`config.mk`:
```
export PLATFORM = sky130hd
export DESIGN_NAME = hmr_nmr_ctrl
export DESIGN_NICKNAME = d
export VERILOG_FILES = /design/src/rtl/hmr_nmr_ctrl.sv
export SDC_FILE = /design/constraint.sdc
export NUM_CORES = 1
export LEC_CHECK = 0
export CAP_MARGIN = 20
export CORE_MARGIN = 2
export CORE_UTILIZATION = 25
export DETAILED_ROUTE_END_ITERATION = 8
export SYNTH_ARGS = -nofsm -noshare
export SYNTH_HDL_FRONTEND = slang
export SYNTH_SLANG_ARGS = --single-unit
```
`constraint.sdc`:
```
create_clock -name clk_i -period 2 [get_ports clk_i]
set_input_delay 0.2 -clock clk_i [delete_from_list [all_inputs] [get_ports clk_i]]
set_output_delay 0.2 -clock clk_i [all_outputs]
set_load 0.05 [all_outputs]
```
`src/rtl/hmr_nmr_ctrl.sv`:
```
// rtl/hmr_nmr_ctrl.sv - N-modular redundancy group controller
// Lockstep/independent mode, resynch sequencing, mismatch counters and watchdog.
module hmr_nmr_ctrl #(
    parameter int unsigned NumCores         = 3,
    parameter int unsigned CntWidth         = 8,
    parameter int unsigned TimeoutCycles    = 1024,
    parameter logic        RedFixed         = 1'b0,
    parameter logic        DefaultRedundant = RedFixed
) (
    input  logic                         clk_i,
    input  logic                         rst_i,
    input  logic                         enable_i,
    input  logic                         delay_resynch_i,
    input  logic                         setback_en_i,
    input  logic                         reload_setback_en_i,
    input  logic                         force_resynch_i,
    input  logic                         fetch_en_i,
    input  logic                         cores_synch_i,
    input  logic                         single_mismatch_i,
    input  logic [NumCores-1:0]          error_i,
    input  logic                         failure_i,
    input  logic                         unload_done_i,
    input  logic                         reload_done_i,
    input  logic                         cnt_clear_i,
    output logic                         setback_o,
    output logic                         resynch_req_o,
    output logic                         grp_in_independent_o,
    output logic                         pending_resynch_o,
    output logic                         timeout_o,
    output logic [NumCores*CntWidth-1:0] mismatch_cnt_o,
    output logic [1:0]                   state_o
);

    localparam logic [1:0] ST_INDEP  = 2'd0;
    localparam logic [1:0] ST_RUN    = 2'd1;
    localparam logic [1:0] ST_UNLOAD = 2'd2;
    localparam logic [1:0] ST_RELOAD = 2'd3;
    localparam logic [1:0] ST_RESET  = DefaultRedundant ? ST_RUN : ST_INDEP;
    localparam int unsigned WdW      = (TimeoutCycles > 2) ? $clog2(TimeoutCycles) : 1;

    generate
        if (NumCores != 2 && NumCores != 3) begin : g_bad_cores
            $error("hmr_nmr_ctrl: NumCores must be 2 (DMR) or 3 (TMR)");
        end
        if (TimeoutCycles < 2) begin : g_bad_timeout
            $error("hmr_nmr_ctrl: TimeoutCycles must be at least 2");
        end
    endgenerate

    logic [1:0]                         r_state;
    logic [1:0]                         w_state_nxt;
    logic                               r_pending;
    logic                               w_pending_nxt;
    logic                               r_setback;
    logic                               w_setback_nxt;
    logic                               r_timeout;
    logic                               w_timeout_hit;
    logic [WdW-1:0]                     r_wdog;
    logic [NumCores-1:0][CntWidth-1:0]  r_cnt;

    logic w_red_req;
    logic w_mode_override;
    logic w_trigger;
    logic w_wdog_expired;
    logic w_in_seq;

    assign w_red_req       = RedFixed | enable_i;
    assign w_mode_override = !RedFixed && !fetch_en_i;
    assign w_trigger       = single_mismatch_i | force_resynch_i | r_pending;
    assign w_wdog_expired  = (r_wdog == WdW'(TimeoutCycles - 1));
    assign w_in_seq        = (r_state == ST_UNLOAD) || (r_state == ST_RELOAD);

    always_comb begin
        w_state_nxt   = r_state;
        w_pending_nxt = r_pending;
        w_setback_nxt = 1'b0;
        w_timeout_hit = 1'b0;
        if (w_mode_override) begin
            w_state_nxt   = enable_i ? ST_RUN : ST_INDEP;
            w_pending_nxt = 1'b0;
        end else begin
            case (r_state)
                ST_INDEP: begin
                    if (w_red_req && cores_synch_i) w_state_nxt = ST_RUN;
                end
                ST_RUN: begin
                    // Dropping out of redundancy beats any resynch trigger.
                    if (!w_red_req) begin
                        w_state_nxt   = ST_INDEP;
                        w_pending_nxt = 1'b0;
                    end else if (w_trigger) begin
                        if (delay_resynch_i) begin
                            w_pending_nxt = 1'b1;
                        end else begin
                            w_state_nxt   = ST_UNLOAD;
                            w_pending_nxt = 1'b0;
                        end
                    end
                end
                ST_UNLOAD: begin
                    if (unload_done_i) begin
                        w_state_nxt   = ST_RELOAD;
                        w_setback_nxt = setback_en_i;
                    end else if (w_wdog_expired) begin
                        w_state_nxt   = ST_RUN;
                        w_setback_nxt = 1'b1;
                        w_timeout_hit = 1'b1;
                    end
                end
                default: begin
                    if (reload_done_i) begin
                        w_state_nxt = ST_RUN;
                    end else if (w_wdog_expired) begin
                        w_state_nxt   = ST_RUN;
                        w_setback_nxt = 1'b1;
                        w_timeout_hit = 1'b1;
                    end else begin
                        w_setback_nxt = (single_mismatch_i | failure_i)
                                        & setback_en_i & reload_setback_en_i;
                    end
                end
            endcase
        end
    end

    always_ff @(posedge clk_i or posedge rst_i) begin
        if (rst_i) begin
            r_state   <= ST_RESET;
            r_pending <= 1'b0;
            r_setback <= 1'b0;
        end else begin
            r_state   <= w_state_nxt;
            r_pending <= w_pending_nxt;
            r_setback <= w_setback_nxt;
        end
    end

    // Watchdog restarts on every state change so UNLOAD and RELOAD each get a full budget.
    always_ff @(posedge clk_i or posedge rst_i) begin
        if (rst_i) begin
            r_wdog <= '0;
        end else if ((w_state_nxt != r_state) || !w_in_seq) begin
            r_wdog <= '0;
        end else begin
            r_wdog <= r_wdog + WdW'(1);
        end
    end

    always_ff @(posedge clk_i or posedge rst_i) begin
        if (rst_i) begin
            r_timeout <= 1'b0;
        end else if (w_timeout_hit) begin
            r_timeout <= 1'b1;
        end else if (cnt_clear_i) begin
            r_timeout <= 1'b0;
        end
    end

    always_ff @(posedge clk_i or posedge rst_i) begin
        if (rst_i) begin
            r_cnt <= '0;
        end else begin
            for (int k = 0; k < NumCores; k++) begin
                if (cnt_clear_i) begin
                    r_cnt[k] <= '0;
                end else if (error_i[k] && single_mismatch_i && (r_cnt[k] != {CntWidth{1'b1}})) begin
                    r_cnt[k] <= r_cnt[k] + CntWidth'(1);
                end
            end
        end
    end

    assign setback_o            = r_setback;
    assign resynch_req_o        = (r_state == ST_UNLOAD);
    assign grp_in_independent_o = (r_state == ST_INDEP);
    assign pending_resynch_o    = r_pending;
    assign timeout_o            = r_timeout;
    assign mismatch_cnt_o       = r_cnt;
    assign state_o              = r_state;

endmodule

```
Word level (Yosys, flattened, before mapping):

Cells that the tools add are included.
W data, S select, Z words.

* register bits after elaboration: 39
* input bits: 17
* output and inout port bits: 31

* muxes and demuxes: 34
* bitwise logic cells: 5
* reductions and logical operators: 17
* eq/ne operators: 10
* $add $sub $neg: 4

Operators by type and width (number)
* $mux W8: 6
* $add A8 B1 Y8 const B: 3
* $ne A8 B8 Y1 const B: 3
* $mux W1: 16
* $mux W2: 8
* $add A10 B1 Y10 const B: 1
* $eq A10 B10 Y1 const B: 1
* $mux W10: 1
* $reduce_bool A2 Y1: 4
* $logic_and A1 B1 Y1: 7
* $pmux W2 S3: 1
* $eq A2 B2 Y1 const B: 2
* $pmux W1 S2: 2
* $ne A3 B2 Y1 const B: 1
* $or A1 B1 Y1: 3
* $and A1 B1 Y1: 2
* $eq A2 B1 Y1 const B: 1
* $logic_not A2 Y1: 1
* $logic_or A1 B1 Y1: 2
* $ne A2 B1 Y1 const B: 1
* $ne A2 B2 Y1: 1
* $reduce_and A2 Y1: 1
* $reduce_or A2 Y1: 1
* $logic_not A1 Y1: 1

Depth between registers and ports, before layout:

Gate-level depths: netlist of the first run.

* depth in word-level cells: 9
* mapped depth: 6

Least setup slack after synthesis of the first run:

No wires, ideal clock.

* kind: flip-flop to flip-flop
* from: register r_state[1], in the netlist state_o[1]
* to: register r_wdog[2]
* library setup time: 134 ps
* buffers on the path: 0
* arrival time: 2235 ps
* setup slack: -369 ps
* data required time: 1866 ps
* stages on the path, launching flop included: 5
* cell sequence: dfrtp_1 -> nor2b_1 -> o21ai_0 -> o211ai_2 -> nor2_1

* elaborated cells between the ends (all ways): 18
* classes of those cells: eq/ne: 4; mux: 10; reduce/logical: 4

RTL lines
* start: declaration: RTL line 50 `logic [1:0] r_state;`
* start signal: assignment: RTL line 132 `r_state <= w_state_nxt;`
* $eq A2 B2 Y1 *
* via resynch_req_o: RTL line 26 `output logic resynch_req_o,`
* $pmux W2 S3: RTL line 82 `case (r_state)`
* $mux W2: RTL line 78 `if (w_mode_override) begin`
* $ne A2 B2 Y1: RTL line 142 `end else if ((w_state_nxt != r_state) || !w_in_seq) begin`
* $logic_or A1 B1 Y1 *: RTL line 142
* $mux W10 *: RTL line 142
* end signal: assignment: RTL line 145 `r_wdog <= r_wdog + WdW'(1);`
* end: declaration: RTL line 58 `logic [WdW-1:0] r_wdog;`

Mark *: on every way through the listed nets, which the timed path passes. The rest lies on a longest branch.
A chain may end at the register's enable or synchronous reset.

Worst setup path after layout of the first run:

* from: register r_state[1], in the netlist state_o[1]
* to: output state_o[1]

RTL lines
* end: declaration: RTL line 31 `output logic [1:0] state_o`

No word-level cell between the ends.

==> key figures, run 1 <==
Power and ir drop
  • Combinational Power Share: 12.0%
  • Net Sw Power: 0.4463 mW
  • Leakage: 1.118 nW
  • Clk network pwr share: 43.0%
  • Part of the power in registers: 45.0%
  • Power Density: 652.9 mW/mm2
  • VDD IR max: 0.0002674 V
  • Int Power: 1.385 mW
  • Sw Ratio: 24.37%

Logic synthesis
  • Synth Register Bits: 39
  • Count leader, synth: dfrtp_1
  • Number of synthesized flops with an enable pin: 0
  • Cell Area, Synth: 0.002071 mm2
  • Ys Warns: 0
  • Gate Count Post-Synth: 217
  • Post-synthesis sequential area ratio: 47.13%
  • Commonest cells post-synth: dfrtp_1 (39), nor2_1 (33), nand2_1 (14)
  • Synth top area share: 47.13%
  • Distinct cell type count after synthesis: 44
  • Syn Nets: 238
  • Average cell area after synthesis: 9.543 um2
  • Main synth FF type: dfrtp_1
  • Asr flop ratio synth: 100.0%
  • Synth top area cells: dfrtp_1 (47%), nor2_1 (6.0%), xor2_1 (4.7%), xnor2_1 (3.8%), nand4_1 (2.7%)
  • Dominant cell type by area after synthesis: dfrtp_1

Worst setup path
  • Crit path launch type: flop
  • Critical path's top delay family: buffers and inverters
  • Slowest stage cell on the critical path: clkdlybuf4s50_1
  • Max incr delay on CP: 860 ps
  • Critical Path RT: 1800 ps
  • Crit Path Class: reg -> out
  • CP arrival: 1650 ps
  • Critical path buffers and inverters: 1
  • Crit-path max FO: 9
  • Crit-path cells: clkdlybuf4s50_1
  • Critical path capture point type: output port
  • Flop2flop setup slack: 220 ps

STA
  • Worst Skew: 9.951 ps
  • Max Clock Freq: 541.9 MHz
  • RSZ-0062 raised after global routing: false
  • Max_slew headroom: 60.70%
  • Period utilization: 92.27%
  • Max-slew violation count: 0
  • Setup TNS: 0 ps
  • Hold Fails Final Rpt: 0
  • Slew of the pin with the lowest slew margin: 583.4 ps
  • Final min period: 1845 ps
  • Final setup fails: 0

Route
  • Vias per std cell: 4.695
  • DRC: 0
  • DR pass1 iterations: 4
  • Drt initial violations: 72
  • Post-route ant nets: 0
  • WL final: 4612 um
  • Via count: 1,756
  • Drt wl/cell: 12.33 um

Clock network
  • Post-CTS Hold Buffers: 0
  • Root Buffer: clkbuf_8
  • Clock transition at the registers of the reported paths: 90 ps
  • CTS sink cnt: 39
  • Total CTS buffers: 5
  • # H-tree levels: 2
  • CTS tree: yes
  • Max Root-Sink Buffers: 2
  • Post-CTS Resized: 0
  • Post-CTS setup buffers: 0
  • Later-pin clock latency in the skew report: 290 ps

Die
  • Die width: 95.01 um
  • Ports: 48
  • Effective utilization at floorplan: 25.46%
  • Die span in y: 95.01 um
  • Core ar.: 0.008134 mm2
  • # rows: 33
  • Overall die area: 0.009027 mm2

Job
  • Max-Cap Viols: 0

Global route
  • Initial antenna violation count: 0
  • First-pass GRT wire length: 8045 um
  • All-layer global routing usage: 11.17%
  • Largest net degree at the start of global routing: 40
  • GR Overflow Total: 0
  • Vias in the first global route: 1,795

Hold path
  • Worst min path class: in -> async

Final layout
  • Final instance area: 0.002805 mm2
  • Count of nets after finishing: 289
  • Layout cell share with drive strength beyond 1: 8.922%
  • P&R area growth vs syn: 35.47%
  • N_diodes: 0

Placed design
  • PortBufs: 47
  • Area after DPL: 0.002669 mm2
  • DP HPWL: 3273 um
  • Final Wtd Congestion: 0.8109

Run status
  • Outcome: completed
final cells by class:
cell class | instances | area, um2
fill | 827 | 5329
multi-input combinational | 163 | 1042
sequential | 39 | 975.9
timing repair buffer | 50 | 485.5
tap | 105 | 131.4
clock buffer | 5 | 68.82
clock inverter | 3 | 67.56
inverter | 9 | 33.78
cell families (layout without fill, tap and decap cells):
group / Yosys count / in the layout / share of synthesized area, %
compound gates: 38 / 38 / 12.81
mux: 4 / 4 / 1.994
simple gates: 97 / 97 / 24.29
fa+ha+maj: 4 / 4 / 2.417
buf+inv: 15 / 67 / 2.900
xor+xnor: 20 / 20 / 8.459
flops: 39 / 39 / 47.13
cells in the final DEF, fill, tap and decap left out, drive strengths merged, types with 2 or more instances in the layout:
| master | synthesis | layout |
|---|---|---|
| xor2 | 11 | 11 |
| bufinv | 0 | 2 |
| mux2i | 3 | 3 |
| nor2 | 33 | 33 |
| o21ai | 10 | 10 |
| or3 | 4 | 4 |
| or4 | 3 | 3 |
| nor4b | 2 | 2 |
| a31oi | 3 | 3 |
| a2111oi | 2 | 2 |
| ha | 4 | 4 |
| dfrtp | 39 | 39 |
| clkbuf | 4 | 5 |
| o211ai | 2 | 2 |
| o2111ai | 2 | 2 |
| and2 | 3 | 3 |
| buf | 2 | 6 |
| and3 | 6 | 6 |
| nand4 | 9 | 9 |
| xnor2 | 9 | 9 |
| o31ai | 4 | 4 |
| nand2 | 15 | 15 |
| nand3 | 11 | 11 |
| inv | 9 | 9 |
| clkdlybuf4s50 | 0 | 44 |
| and4 | 4 | 4 |
| nor2b | 3 | 3 |
| a21oi | 8 | 8 |
final timing paths:
kind                                                from                        endpoint  cells after the start
max                                 state_o[1]$_DFF_PP0_                      state_o[1]                      1
min                                                rst_i  mismatch_cnt_o[18]$_DFFE_PP0P_                      3
max reg2reg                mismatch_cnt_o[8]$_DFFE_PP0P_  mismatch_cnt_o[13]$_DFFE_PP0P_                      5
min reg2reg                          r_wdog[0]$_DFF_PP0_             r_wdog[0]$_DFF_PP0_                      1
max in group asynchronous                          rst_i   mismatch_cnt_o[4]$_DFFE_PP0P_                      3
min in group clk_i                          setback_en_i             setback_o$_DFF_PP0_                      3
flip-flops by register name (all words and copies together), names as in the netlist:
name,flops
setback_o,1
r_wdog,10
mismatch_cnt_o,24
timeout_o,1
state_o,2
pending_resynch_o,1
layer usage:
| layer | wire length (um) | track usage [%] | up-vias |
|---|---|---|---|
| met2 | 2238 | 18.50 | 33 |
| met5 | 0 | 0 | - |
| li1 | - | - | 875 |
| met3 | 210 | 2.688 | 6 |
| met1 | 2104 | 14.21 | 842 |
| met4 | 59 | 3.986 | 0 |
metrics by stage:
stage / utilization, % / total power, mW / worst slack (ps) / hold slack, ps / std cells
floorplan: - / 0.9705 / 44.27 / 332.7 / 217
global placement: 32.81 / 1.062 / 176.8 / 478.1 / 366
detailed placement: 32.81 / 1.063 / 166.5 / 481.3 / 366
CTS: 34.49 / 1.853 / 136.8 / 351.0 / 374
global route: 34.49 / 1.913 / 90.60 / 383.4 / 374
finish: 34.49 / 1.831 / 154.6 / 320.4 / 374
power by group through the flow:
stage | Clock (mW) | Sequential, mW | Combinational [mW]
after floorplan | 0 | 0.878 | 0.0926
after global placement | 0 | 0.839 | 0.223
after detailed placement | 0 | 0.839 | 0.224
after CTS | 0.804 | 0.824 | 0.224
after global routing | 0.844 | 0.827 | 0.242
final | 0.787 | 0.824 | 0.221
No activity file was read; power rests on OpenSTA's default activity.
==> inputs of run 2 (changes only) <==
Settings changed: CTS_BUF_LIST from default to sky130_fd_sc_hd__clkbuf_8, CTS_CLUSTER_SIZE from default to 8.
==> results of run 2 <==
Final layout, timing and power as in run 1 (identical DEF).
